==> config.mk <==
export PLATFORM = sky130hd
export DESIGN_NAME = bcd_conv_sched
export DESIGN_NICKNAME = d
export VERILOG_FILES = /design/src/rtl/bcd_sched_pkg.sv /design/src/rtl/bcd_dabble_step.sv /design/src/rtl/bcd_conv_sched.sv
export SDC_FILE = /design/constraint.sdc
export NUM_CORES = 1
export LEC_CHECK = 0
export CORE_MARGIN = 5
export CORE_UTILIZATION = 34
export CTS_CLUSTER_SIZE = 16
export DETAILED_ROUTE_END_ITERATION = 10
export GPL_TIMING_DRIVEN = 1
export HOLD_SLACK_MARGIN = 0.12
export SETUP_SLACK_MARGIN = 0.1
export SYNTH_ARGS = -nofsm -noshare
export SYNTH_HDL_FRONTEND = slang
export SYNTH_SLANG_ARGS = --single-unit
==> constraint.sdc <==
create_clock -name i_clk -period 5.7 [get_ports i_clk]
set_clock_uncertainty 0.2 [all_clocks]
set_input_delay 1.14 -clock i_clk [delete_from_list [all_inputs] [get_ports i_clk]]
set_output_delay 1.14 -clock i_clk [all_outputs]
set_load 0.05 [all_outputs]
==> src/rtl/bcd_sched_pkg.sv <==
// Shared types and constants for the time-shared binary-to-BCD converter.
package bcd_sched_pkg;

   typedef enum logic [1:0] {
      IDLE  = 2'd0,
      SHIFT = 2'd1,
      DONE  = 2'd2
   } state_t;

   localparam int WIDTH_DEF  = 14;
   localparam int DIGITS_DEF = 4;

   // Largest value representable with the given number of decimal digits.
   function automatic longint max_dec(input int digits);
      longint r;
      r = 1;
      for (int i = 0; i < digits; i++) begin
         r = r * 10;
      end
      return r - 1;
   endfunction

   localparam longint MAX_DEC = max_dec(DIGITS_DEF);

endpackage

==> src/rtl/bcd_dabble_step.sv <==
// One double-dabble iteration: add 3 to every BCD digit >= 5, then shift
// the concatenation {bcd, bin} left by one bit.
module bcd_dabble_step #(
   parameter int DIGITS = 4,
   parameter int WIDTH  = 14
) (
   input  logic [4*DIGITS-1:0] bcd,
   input  logic [WIDTH-1:0]    bin,
   output logic [4*DIGITS-1:0] bcd_next,
   output logic [WIDTH-1:0]    bin_next
);

   logic [4*DIGITS-1:0] adj;

   // Per-digit correction so that the following shift carries correctly into the next digit.
   always_comb begin
      adj = bcd;
      for (int d = 0; d < DIGITS; d++) begin
         if (bcd[4*d +: 4] >= 4'd5) begin
            adj[4*d +: 4] = bcd[4*d +: 4] + 4'd3;
         end
      end
   end

   assign {bcd_next, bin_next} = {adj, bin} << 1;

endmodule

==> src/rtl/bcd_conv_sched.sv <==
// Two requesters share one iterative double-dabble converter, arbitrated
// round-robin. Each conversion takes WIDTH shift cycles plus one DONE cycle.
module bcd_conv_sched
   import bcd_sched_pkg::*;
#(
   parameter int WIDTH  = WIDTH_DEF,
   parameter int DIGITS = DIGITS_DEF
) (
   input  logic                i_clk,
   input  logic                i_rst,
   input  logic [1:0]          i_req,
   input  logic [WIDTH-1:0]    i_bin0,
   input  logic [WIDTH-1:0]    i_bin1,
   output logic [1:0]          o_ack,
   output logic [4*DIGITS-1:0] o_bcd,
   output logic                o_ovf,
   output logic                o_busy,
   output logic                o_gnt
);

   localparam int              CW        = $clog2(WIDTH + 1);
   localparam logic [CW-1:0]   LAST_STEP = CW'(WIDTH - 1);
   localparam longint          MAX_L     = max_dec(DIGITS);
   localparam bit              CAN_OVF   = (MAX_L < (longint'(1) << WIDTH));
   localparam logic [WIDTH-1:0] MAX_OP   = WIDTH'(MAX_L);

   state_t              state;
   logic [CW-1:0]       step_cnt;
   logic [4*DIGITS-1:0] bcd_acc;
   logic [WIDTH-1:0]    bin_sr;
   logic                ovf_pend;
   logic                last_gnt;

   logic                grant;
   logic [WIDTH-1:0]    sel_bin;
   logic                over;
   logic [WIDTH-1:0]    clamped;
   logic [4*DIGITS-1:0] bcd_nxt;
   logic [WIDTH-1:0]    bin_nxt;

   // Round-robin pick plus operand selection and clamping for the accept cycle.
   always_comb begin
      case (i_req)
         2'b01:   grant = 1'b0;
         2'b10:   grant = 1'b1;
         default: grant = ~last_gnt;
      endcase
      sel_bin = grant ? i_bin1 : i_bin0;
      over    = CAN_OVF && (sel_bin > MAX_OP);
      clamped = over ? MAX_OP : sel_bin;
   end

   bcd_dabble_step #(
      .DIGITS (DIGITS),
      .WIDTH  (WIDTH)
   ) u_step (
      .bcd      (bcd_acc),
      .bin      (bin_sr),
      .bcd_next (bcd_nxt),
      .bin_next (bin_nxt)
   );

   // Conversion sequencer; all outputs are registered and held between conversions.
   always_ff @(posedge i_clk or posedge i_rst) begin
      if (i_rst) begin
         state    <= IDLE;
         step_cnt <= '0;
         bcd_acc  <= '0;
         bin_sr   <= '0;
         ovf_pend <= 1'b0;
         last_gnt <= 1'b1;
         o_ack    <= '0;
         o_bcd    <= '0;
         o_ovf    <= 1'b0;
         o_busy   <= 1'b0;
         o_gnt    <= 1'b0;
      end else begin
         case (state)
            IDLE: begin
               if (|i_req) begin
                  o_gnt    <= grant;
                  last_gnt <= grant;
                  bin_sr   <= clamped;
                  ovf_pend <= over;
                  bcd_acc  <= '0;
                  step_cnt <= '0;
                  o_busy   <= 1'b1;
                  state    <= SHIFT;
               end
            end
            SHIFT: begin
               bcd_acc <= bcd_nxt;
               bin_sr  <= bin_nxt;
               if (step_cnt == LAST_STEP) begin
                  o_bcd <= bcd_nxt;
                  o_ovf <= ovf_pend;
                  o_ack <= o_gnt ? 2'b10 : 2'b01;
                  state <= DONE;
               end else begin
                  step_cnt <= step_cnt + 1'b1;
               end
            end
            DONE: begin
               o_ack  <= '0;
               o_busy <= 1'b0;
               state  <= IDLE;
            end
            default: begin
               o_ack  <= '0;
               o_busy <= 1'b0;
               state  <= IDLE;
            end
         endcase
      end
   end

endmodule
==> results by group <==
Yosys
  – Synth top area share: 0.495
  – Async set or reset register ratio after synthesis: 1.00
  – Syn nets: 336
  – Distinct cells, synth: 38
  – Cell area after synthesis: 2930 um2
  – FF+latch count, synth: 59
  – Sequential area share after synthesis: 0.504
  – Ys flop type: dfrtp_1
  – Largest cells by area after synthesis: dfrtp_1 49%, ha_1 5.1%, a21oi_1 4.6%, mux2_2 3.8%, nand2_1 3.2%
  – Synthesized instance count: 292
  – Yosys top cell by area: dfrtp_1
  – Warnings, synthesis: 0
  – Number of flops mapped to enable cells by yosys: 0
  – Mean Syn Cell Area: 10.0 um2

Routing
  – Drt pass-1 iters: 4
  – DR vias/cell: 5.20
  – Total length of routed wires: 6.62 mm
  – DR vias: 2368
  – DR iter-0 viols: 90
  – WL/cell: ~15 um
  – Number of routed nets with antenna violations: 0
  – DRC viols: 0

Final layout
  – Area occupied by multi-input gates: about 1300 um2
  – Fillcell total: 792
  – Most frequent cells in the layout: 58 x dfrtp_1, 52 x clkdlybuf4s50_1, 27 x a21oi_1, 25 x nand2_1, 21 x nor2_1
  – ANT cells: 0
  – Seq. cell area: between 1000 and 1500 um2
  – Synth-to-Final Area Change: 29.5%
  – Most common cell after layout, fill and taps aside: dfrtp_1
  – Fin nets: 389
  – Share of layout cells above drive strength 1: 0.0971

Worst setup path
  – Crit path largest cell delay: 0.85 ns
  – Reg-to-Reg Start: state[1]$_DFFE_PP0P_
  – Arr. time, crit path: 3.30 ns
  – Worst setup SP type: input pin
  – Crit path buf inv count: 2
  – Crit path kind: input pin to flop
  – Critical-path top delay cell: a21oi_1
  – CP required: 5.71 ns
  – Worst Path Max Fanout: 14
  – Setup crit start: i_req[1]
  – Critical path's top delay family: compound AO/OA/AOI/OAI gates
  – Crit. End Element: flop
  – CP Cell Sequence: clkdlybuf4s50_1 -> inv_1 -> ha_1 -> nor2_1 -> a21oi_1 -> mux2i_1 -> o22ai_1

STA
  – Min Tclk post-route: 3.29 ns
  – Hold Fails Final Rpt: 0
  – Final setup violation count: 0
  – Period utilization: 0.578
  – Min setup slack post-route: 2.41 ns
  – Relative slew slack: 0.252
  – Unrepaired setup endpoints after global routing: no
  – Fmax achieved: 304 MHz
  – Worst-margin pin slew: 1.12 ns
  – Max Slew Vio Count: 0
  – Post-route setup TNS: 0 ns

Global routing
  – Initial antenna violation count: 0
  – Pin count of the biggest net entering global routing: 60
  – Final global-route overflow total: 0
  – Overall Global Routing Usage: 0.134
  – First-pass GRT wire length: around 11 mm
  – Vias in the first global route: 2323

Floorplan
  – Ports: 53
  – Num rows: 33
  – Starting Density: 0.354
  – Placeable Area: 8300 um2
  – Die Ht: slightly above 100 um
  – Die Wd: 103 um
  – Die Area: 10600 um2

Power
  – Tot Pwr: 2.28 mW
  – Power per cell area: ~600 nW/um2
  – Peak VDD IR: 0.151 mV
  – LEAKAGE: 1.67 nW

Placed design
  – Port bufs: 52
  – Dpl hpwl: 4.74 mm
  – Routability cong.: 0.843
  – Pre-CTS WS: 2.06 ns

Clock tree
  – Post-CTS sizing: 0
  – CTS Root Cell: clkbuf_8
  – Setup bufs post-CTS: 0
  – CTS tree: done
  – Clock transition at the registers of the reported paths: approximately 0.070 ns
  – Hold Buf Count CTS: 0
  – Inserted Clock Buffers: 9
  – H-tree levels: 3
  – Buffer depth of the longest clock path: 2
  – Clock net sink count: 59
  – Worst-Skew Late Latency: 0.34 ns

Worst hold path
  – Hold Startpoint: o_bcd[13]$_DFFE_PP0P_
  – Worst Hold Class: flop to flop

Flow run
  – Max-cap viol count: 0

Run status
  – Status: complete, no violations
[power by group]
part,internal (mW),switching [mW],total (mW)
clock network,0.301,0.166,0.467
logic,0.430,0.626,1.06
registers,0.615,0.141,0.755
total,1.35,0.932,2.28
[stage by stage]
step	utilization	hold WS (ns)	std cells	instance area, um2
2_1_floorplan	-	0.243	292	2930
3_3_place_gp	0.429	0.291	439	3560
3_5_place_dp	0.429	0.297	439	3560
4_1_cts	0.458	0.313	455	3800
5_1_grt	0.458	0.324	455	3800
6_report	0.458	0.308	455	3800
[kinds of logic (layout without fill, tap and decap cells)]
logic type,Yosys count,in the layout,share of synthesized area
adder cells (fa/ha/maj),12,12,0.0512
AO/OA/AOI/OAI,82,82,0.171
XOR/XNOR,6,6,0.0179
flip-flops,59,59,0.504
buffers and inverters,28,86,0.0380
multiplexers,19,19,0.0691
AND/OR/NAND/NOR,86,86,0.149
[state kept, by name (all words and copies together) (netlist names)]
signal	cells
bcd_acc	16
bin_sr	14
last_gnt	1
o_ack	2
o_bcd	16
o_busy	1
o_gnt	1
o_ovf	1
ovf_pend	1
state	2
step_cnt	4
[per-layer routing]
layer / track usage / vias up / routed length [um]
li1: - / 1149 / -
met1: 0.175 / 1139 / 3040
met2: 0.213 / 70 / 3070
met3: 0.0325 / 10 / 416
met4: 0.0568 / 0 / 100
met5: 0 / - / 0
[cell usage after synthesis (2+ instances only)]
library cell and instances:
nand4_1 2, xor2_1 2, mux2i_1 9, o31ai_1 5, inv_1 14, ha_1 12, nor4_1 2, nand2b_1 7
nand2_1 25, or3_1 7, buf_2 5, dfrtp_1 58, clkbuf_1 8, nor2_1 21, nand3b_1 4, a32o_1 4
xnor2_1 4, o21ai_0 18, mux2_2 10, nor3b_1 8, nand3_1 3, a31oi_1 8, a21oi_1 27, o22ai_1 10
a22o_1 5, nor3_1 2
[cell type report]
class,count,area share
tap,105,0.0346
sequential,59,0.389
inverter,14,0.0138
clock inverter,5,0.0264
clock buffer,11,0.0372
multi-input combinational,205,0.354
timing repair buffer,56,0.145
[final timing paths]
path,to,slack (ns),cells after the start
max in group asynchronous,bin_sr[7]$_DFFE_PP0P_,3.67,3
min reg2reg,o_bcd[13]$_DFFE_PP0P_,0.31,1
min in group asynchronous,bcd_acc[10]$_DFFE_PP0P_,1.13,3
max,bin_sr[5]$_DFFE_PP0P_,2.41,7
min,o_bcd[13]$_DFFE_PP0P_,0.31,1
max reg2reg,o_bcd[2]$_DFFE_PP0P_,3.27,3
(Power assumes the default switching activity.)
